<file path="config.mk">
export PLATFORM = sky130hd
export DESIGN_NAME = reg_write_buffer
export DESIGN_NICKNAME = d
export VERILOG_FILES = /design/src/rtl/reg_write_buffer.sv
export SDC_FILE = /design/constraint.sdc
export NUM_CORES = 1
export LEC_CHECK = 0
export CAP_MARGIN = 20
export CORE_ASPECT_RATIO = 1.2
export CORE_MARGIN = 3
export CORE_UTILIZATION = 50
export DETAILED_ROUTE_END_ITERATION = 8
export HOLD_SLACK_MARGIN = 0.15
export PLACE_DENSITY = 0.74
export SYNTH_ARGS = -nofsm -noshare
export SYNTH_HDL_FRONTEND = slang
export SYNTH_SLANG_ARGS = --single-unit
</file>
<file path="constraint.sdc">
create_clock -name clk -period 3.85 [get_ports clk]
set_input_delay 0.77 -clock clk [delete_from_list [all_inputs] [get_ports clk]]
set_output_delay 0.77 -clock clk [all_outputs]
set_load 0.02 [all_outputs]
</file>
<file path="src/rtl/reg_write_buffer.sv">
// Small FIFO feeding a register's wrEn/dataIn pins with registered write strobes.
// Optional sticky overflow flag enabled by defining REG_WRITE_BUFFER_OVERFLOW_EN.
module reg_write_buffer #(
   parameter int WIDTH = 12,
   parameter int DEPTH = 4,
   parameter int CNT_W = $clog2(DEPTH) + 1
) (
   input  logic             clk,
   input  logic             rst,
   input  logic             inValid,
   input  logic [WIDTH-1:0] inData,
   output logic             inReady,
   input  logic             hold,
   output logic             wrEn,
   output logic [WIDTH-1:0] dataOut,
   output logic [CNT_W-1:0] count,
   output logic             full,
   output logic             empty,
   output logic             overflow
);

   localparam int PTR_W = $clog2(DEPTH);

   logic [WIDTH-1:0] mem_q [DEPTH];
   logic [WIDTH-1:0] mem_d [DEPTH];
   logic [PTR_W-1:0] wr_ptr_q, wr_ptr_d;
   logic [PTR_W-1:0] rd_ptr_q, rd_ptr_d;
   logic [CNT_W-1:0] count_q, count_d;
   logic             wr_en_q, wr_en_d;
   logic [WIDTH-1:0] data_q, data_d;
   logic             push, pop;

   // full/empty come from the count alone, so the pointers can wrap freely
   assign full    = (count_q == CNT_W'(DEPTH));
   assign empty   = (count_q == '0);
   assign inReady = !full;
   assign push    = inValid && inReady;
   assign pop     = !empty && !hold;

   assign count   = count_q;
   assign wrEn    = wr_en_q;
   assign dataOut = data_q;

   always_comb begin
      mem_d    = mem_q;
      wr_ptr_d = wr_ptr_q;
      rd_ptr_d = rd_ptr_q;
      count_d  = count_q;
      wr_en_d  = pop;
      data_d   = data_q;
      if (push) begin
         mem_d[wr_ptr_q] = inData;
         wr_ptr_d        = wr_ptr_q + PTR_W'(1);
      end
      // pop reads the old storage, so a same-edge push is never bypassed
      if (pop) begin
         data_d   = mem_q[rd_ptr_q];
         rd_ptr_d = rd_ptr_q + PTR_W'(1);
      end
      unique case ({push, pop})
         2'b10:   count_d = count_q + CNT_W'(1);
         2'b01:   count_d = count_q - CNT_W'(1);
         default: count_d = count_q;
      endcase
   end

   always_ff @(posedge clk or posedge rst) begin
      if (rst) begin
         wr_ptr_q <= '0;
         rd_ptr_q <= '0;
         count_q  <= '0;
         wr_en_q  <= 1'b0;
         data_q   <= '0;
      end else begin
         wr_ptr_q <= wr_ptr_d;
         rd_ptr_q <= rd_ptr_d;
         count_q  <= count_d;
         wr_en_q  <= wr_en_d;
         data_q   <= data_d;
      end
   end

   always_ff @(posedge clk) begin
      mem_q <= mem_d;
   end

`ifdef REG_WRITE_BUFFER_OVERFLOW_EN
   logic ovf_q, ovf_d;

   assign ovf_d    = ovf_q || (inValid && full);
   assign overflow = ovf_q;

   always_ff @(posedge clk or posedge rst) begin
      if (rst) ovf_q <= 1'b0;
      else     ovf_q <= ovf_d;
   end
`else
   assign overflow = 1'b0;
`endif

endmodule

</file>
==> out/results.tsv, run 1 <==
stage	metric	value	unit
run_status	status	finished clean	
final_layout	antenna_cells	0	
power	peakVddDrop	0.407	mV
final_layout	layout_commonest_cell	edfxtp_1	
logic_synthesis	ys_types	24	
sta	fmax	0.402	GHz
setup_path	slowest_stage	clkdlybuf4s50_1	
clock_network	clk_pin_slew	70	ps
logic_synthesis	synth_area_leaders	edfxtp_1, dfrtp_1, mux4_2, mux2_4, mux4_1	
drt	wirelength	4.24	mm
logic_synthesis	synth_cells	130	
logic_synthesis	synth_fa_ha_area_share	3.06	%
setup_path	cp-end-kind	output pin	
setup_path	start_kind	flip-flop	
sta	setup_viol	0	
hold_path	hold_path.class	flip-flop to flip-flop	
sta	rsz0062_at_grt	false	
floorplan	pin_count	36	
floorplan	start_util	53.2	%
global_routing	track_usage	15.1	%
clock_network	tritoncts	done	
logic_synthesis	synth-simple-area-share	2.46	%
logic_synthesis	synth_area_leader_cell	edfxtp_1	
logic_synthesis	muxShareOfSynthArea	17.5	%
logic_synthesis	synth_xor_area_share	1.95	%
setup_path	crit_fanout	4	
drt	detail_route.vias_per_cell	5.40	
hold_path	hp-start	dataOut[9]$_DFFE_PP0P_	
clock_network	cts.sinks	68	
clock_network	clk-insertion-delay-late	340	ps
drt	wl_per_cell	18.0	um
final_layout	synthToLayoutAreaGrowth	20.9	%
clock_network	clock_path_buffers	2	
global_routing	grt.overflow.total	0	
final_layout	layout_common_cells	edfxtp_1, clkdlybuf4s50_1, dfrtp_1	
floorplan	die_x	73.1	um
setup_path	crit_path_max_incr_delay	660	ps
final_layout	nFillCells	331	
drt	vias	1275	
drt	drc	0	
floorplan	row_count	28	
sta	fin_crit	2490	ps
sta	skew	9.12	ps
clock_network	cts_setup_buffers	0	
global_routing	grt_pass1_vias	1329	
clock_network	h-tree-depth	3	
logic_synthesis	synth_seq_area_share	71.9	%
power	p_per_area	791	nW/um^2
global_routing	antenna_found_initial	0	
clock_network	cts_hold_buffers	0	
setup_path	required	3080	ps
logic_synthesis	synth_top_family_by_area	multiplexers	
sta	slew_headroom	47.1	%
global_routing	grt_pass1_wl	6.73	mm
clock_network	numCtsBuffers	9	
setup_path	r2r-start	count[0]$_DFFE_PP0P_	
global_routing	grt_max_degree	21	
sta	final_max_slew_viol_count	0	
final_layout	multi_input_area	677	um^2
power	leakage	0.00123	uW
floorplan	dieArea	6320	um^2
final_layout	layout-drive-gt1-share	22.7	%
setup_path	arrival	1720	ps
floorplan	die_y	86.5	um
clock_network	cts_resized	0	
placed_design	pre_cts_slack	1270	ps
sta	worst_pin_slew	792	ps
sta	finalWorstSetupSlack	1360	ps
setup_path	crit_type	flip-flop to output pin	
drt	first_iter_violations	60	
final_layout	seq_area	1940	um^2
setup_path	worstPathCellList	nor3_2 > clkdlybuf4s50_1	
setup_path	path_buf_inv	1	
logic_synthesis	yosysTopAreaCellShare	53.4	%
placed_design	gp_congestion	0.770	
logic_synthesis	syn-cell-area	2700	um^2
sta	setup_tns	0	ps
logic_synthesis	synth_nets	152	
drt	postRouteAntennaNets	0	
placed_design	port-buffer-count	34	
floorplan	core	5080	um^2
drt	drt-pass1-iter-count	4	
clock_network	cts_root_buf	clkbuf_8	
final_layout	nets	193	
logic_synthesis	avgSynthCellArea	20.8	um^2
logic_synthesis	synth_compound_area_share	0	%
run	max_cap_violations	0	
logic_synthesis	ys_ff_latch	68	
setup_path	crit_family	buffers and inverters	
logic_synthesis	yosys_warnings	0	
placed_design	detailed_place_hpwl	2.73	mm
sta	period_share	64.7	%
final_layout	post-route-util	64.3	%
setup_path	startpoint	count[0]$_DFFE_PP0P_	
sta	final_hold_viol_count	0	
cells in the mapped netlist:
master,count
nor2_2,1
inv_1,8
buf_4,2
mux2i_1,1
nor2b_2,1
nand3_1,1
dfrtp_1,20
edfxtp_1,48
mux4_2,8
and2_1,4
nor3b_1,1
mux2_2,5
xor2_1,4
conb_1,1
fa_1,1
buf_6,1
buf_2,1
ha_1,5
mux2_4,8
xnor2_1,2
buf_12,1
mux4_1,4
nor2_1,1
nor3_2,1
final timing paths:
path / end / slack, ps / depth (start not counted)
max reg2reg: count[2]$_DFFE_PP0P_ / 1810 / 11
min: dataOut[9]$_DFFE_PP0P_ / 510 / 1
min reg2reg: dataOut[9]$_DFFE_PP0P_ / 510 / 1
max in group asynchronous: rd_ptr_q[0]$_DFFE_PP0P_ / 2460 / 2
max: empty / 1360 / 2
min in group asynchronous: dataOut[8]$_DFFE_PP0P_ / 890 / 2
kinds of logic (layout without fill, tap and decap cells):
logic type,Yosys count,count (layout)
other cells,1,1
xor+xnor,6,6
simple gates,10,10
fa+ha+maj,6,6
mux,26,26
buf+inv,13,59
flops,68,68
through the flow:
| step | cells | total power [uW] | hold WS, ps | area, um^2 |
|---|---|---|---|---|
| global placement | 220 | 2010 | 490 | 3070 |
| CTS | 236 | 2620 | 514 | 3270 |
| detailed placement | 220 | 2050 | 498 | 3070 |
| floorplan | 130 | 1750 | 534 | 2700 |
| global route | 236 | 2720 | 521 | 3270 |
| finish | 236 | 2580 | 509 | 3270 |
flip-flops by register name, summed over array words and instances (netlist names):
signal    flops
wr_ptr_q      2
rd_ptr_q      2
count         3
mem_q        48
wrEn          1
dataOut      12
cell type report:
cell class                 instances  area share, %
inverter                           8          0.920
timing repair buffer              35           10.7
clock buffer                      11           4.33
tap                               60           2.30
sequential                        68           59.5
clock inverter                     5           1.61
multi-input combinational         49           20.7
power by group:
| group | switching, uW | internal [uW] | leakage, uW |
|---|---|---|---|
| logic | 376 | 479 | 0.000459 |
| registers | 155 | 1010 | 0.000674 |
| clock network | 252 | 313 | 0.0000991 |
worst register-to-register path: stages, from the launching register on:
cell	delay, ps
dfrtp_1	440
inv_1	120
nand3_1	110
inv_1	100
nor2b_2	80
inv_1	60
ha_1	180
inv_1	60
fa_1	370
xor2_1	160
nor2_1	140
xor2_1	160
metal layers:
| layer | wire [um] | vias to the layer above | GRT usage (%) |
|---|---|---|---|
| met3 | 173 | 6 | 4.41 |
| met5 | 0 | - | 0 |
| met2 | 2290 | 33 | 25.0 |
| met1 | 1710 | 662 | 17.4 |
| met4 | 73 | 0 | 8.56 |
| li1 | - | 574 | - |
No activity file was read; power rests on OpenSTA's default activity.
==> run 2, diff against run 1 <==
Clock period 3.85 ns to 2.5 ns, I/O delays scaled along.
==> run 2 against run 1 <==
  * Die area unchanged
  * Clock skew decreased by 1.4 ps
  * Hold slack got worse by 11 ps
  * Global-route usage increased by 0.43 points
  * Largest cell class unchanged
  * Combinational power increased by 63%
  * Routed wire length increased by 1.9%
  * Sequential power increased by 52%
  * Setup slack got worse by 1100 ps
  * Cell area about the same
  * Register-to-register slack got worse by 1400 ps
  * Core utilization about the same
  * Cell count increased by 2.5%
==> out/results.tsv, run 2 (same netlist as run 1, synthesis figures left out) <==
stage	metric	value	unit	change
power	p_per_area	1180	nW/um^2	+49%
power	p_int	2670	uW	+48%
drt	drc	0		unchanged
clock_network	h-tree-depth	3		unchanged
global_routing	grt_max_degree	21		unchanged
power	combPwrFrac	36.0	%	+2.9 points
sta	fmax	0.440	GHz	
power	total_power	3860	uW	+49%
drt	postRouteAntennaNets	0		unchanged
clock_network	clk-insertion-delay-late	330	ps	about the same
global_routing	grt.overflow.total	0		unchanged
power	leakage	0.00124	uW	+0.70%
final_layout	post-route-util	64.3	%	about the same
power	switching_share	30.8	%	+0.47 points
clock_network	cts_resized	0		unchanged
clock_network	cts_root_buf	clkbuf_8		
floorplan	row_count	28		unchanged
setup_path	cp-end-kind	output pin		
placed_design	dpl_cell_area	3120	um^2	+1.5%
clock_network	tritoncts	done		
floorplan	die_x	73.1	um	unchanged
final_layout	nets	199		+3.1%
setup_path	required	2000	ps	-1080 ps
sta	setup_tns	0	ps	unchanged
setup_path	crit_type	flip-flop to output pin		
floorplan	die_y	86.5	um	unchanged
setup_path	rr_worst_depth	11		unchanged
final_layout	fin_area	3270	um^2	about the same
sta	final_hold_viol_count	0		unchanged
clock_network	cts_setup_buffers	0		unchanged
floorplan	start_util	53.2	%	unchanged
sta	rsz0062_at_grt	false		
final_layout	layout-drive-gt1-share	22.5	%	-0.20 points
setup_path	start_kind	flip-flop		
drt	first_iter_violations	32		-47%
final_layout	layout_common_cells	edfxtp_1, clkdlybuf4s50_1, dfrtp_1		
power	power_frac_clock	18.5	%	-3.4 points
sta	final_max_slew_viol_count	0		unchanged
drt	drt-pass1-iter-count	5		+1
placed_design	detailed_place_hpwl	2.94	mm	+7.4%
run	max_cap_violations	0		unchanged
global_routing	grt_pass1_wl	6.87	mm	+2.1%
power	p_seq_share	45.5	%	+0.5 points
floorplan	pin_count	36		unchanged
run_status	status	finished clean		
setup_path	crit_fanout	4		unchanged
final_layout	layout_commonest_cell	edfxtp_1		
clock_network	clock_path_buffers	2		unchanged
global_routing	track_usage	15.6	%	+0.43 points
final_layout	largest_reg_flops	48		unchanged
placed_design	port-buffer-count	34		unchanged
sta	worst_pin_slew	596	ps	-196 ps
hold_path	hold_path.class	input port to async pin		
global_routing	grt_pass1_vias	1358		+2.2%
drt	wirelength	4.32	mm	+1.9%
sta	period_share	91.0	%	
sta	setup_viol	0		unchanged
sta	fin_crit	2270	ps	
floorplan	core	5080	um^2	unchanged
clock_network	clk_pin_slew	70	ps	about the same
power	peakVddDrop	0.605	mV	+49%
sta	skew	7.74	ps	-1.38 ps
final_layout	synthToLayoutAreaGrowth	21.0	%	about the same
drt	wl_per_cell	17.9	um	-0.59%
sta	slew_headroom	60.3	%	+13 points
clock_network	numCtsBuffers	9		unchanged
drt	vias	1271		-0.31%
power	p_sw	1190	uW	+52%
setup_path	arrival	1770	ps	+50 ps
clock_network	cts_hold_buffers	0		unchanged
clock_network	cts.sinks	68		unchanged
final_layout	antenna_cells	0		unchanged
final_layout	top_register	mem_q		
drt	detail_route.vias_per_cell	5.25		-2.8%
placed_design	gp_congestion	0.718		-6.8%
floorplan	dieArea	6320	um^2	unchanged
global_routing	antenna_found_initial	0		unchanged
[run 2: cell count changes in the layout (fill, tap and decap cells not counted), sizes merged]
cell / delta
buf: +6
bufinv: -1
clkbuf: +1
clkinv: +1
clkinvlp: -1
[run 2: critical path, cell delays in order (launching register included)]
cell and delay, ps:
dfrtp_1 430, nor3_2 330, clkdlybuf4s50_1 680
[run 2: final timing paths]
path	start	endpoint	slack (ps)
hold reg to reg	dataOut[9]$_DFFE_PP0P_	dataOut[9]$_DFFE_PP0P_	510
max in group asynchronous	rst	dataOut[2]$_DFFE_PP0P_	1790
hold / removal	rst	dataOut[0]$_DFFE_PP0P_	500
min in group clk	dataOut[9]$_DFFE_PP0P_	dataOut[9]$_DFFE_PP0P_	510
setup reg to reg	count[1]$_DFFE_PP0P_	count[2]$_DFFE_PP0P_	430
setup / recovery	count[0]$_DFFE_PP0P_	empty	230
[run 2: final cells by class]
type,count,area (um^2)
Timing Repair Buffer,41,393
Clock inverter,4,16.3
Clock buffer,12,135
Multi-Input combinational cell,49,677
Tap cell,60,75.1
Fill cell,351,1810
Sequential cell,68,1940
Inverter,8,30.0
[run 2: layer usage]
layer	GRT usage, %	share of wire, %	wire [um]	vias to the layer above
met1	17.8	39	1700	649
met3	4.41	4.0	174	7
met2	26.0	55	2370	31
met5	0	0	0	-
li1	-	-	-	584
met4	8.56	2.0	85	0
[run 2: stage by stage]
step	hold slack (ps)	setup slack (ps)	instances
after floorplan	464	235	130
after global placement	489	302	226
after detailed placement	496	169	226
after CTS	495	219	242
after global routing	510	132	242
final	498	225	242
[run 2: power by group through the flow]
| stage | Sequential [uW] | Combinational, uW | Clock [uW] |
|---|---|---|---|
| floorplan | 1850 | 838 | 0 |
| global placement | 1770 | 1370 | 0 |
| detailed placement | 1790 | 1410 | 0 |
| CTS | 1770 | 1420 | 735 |
| global route | 1800 | 1500 | 784 |
| finish | 1760 | 1390 | 713 |
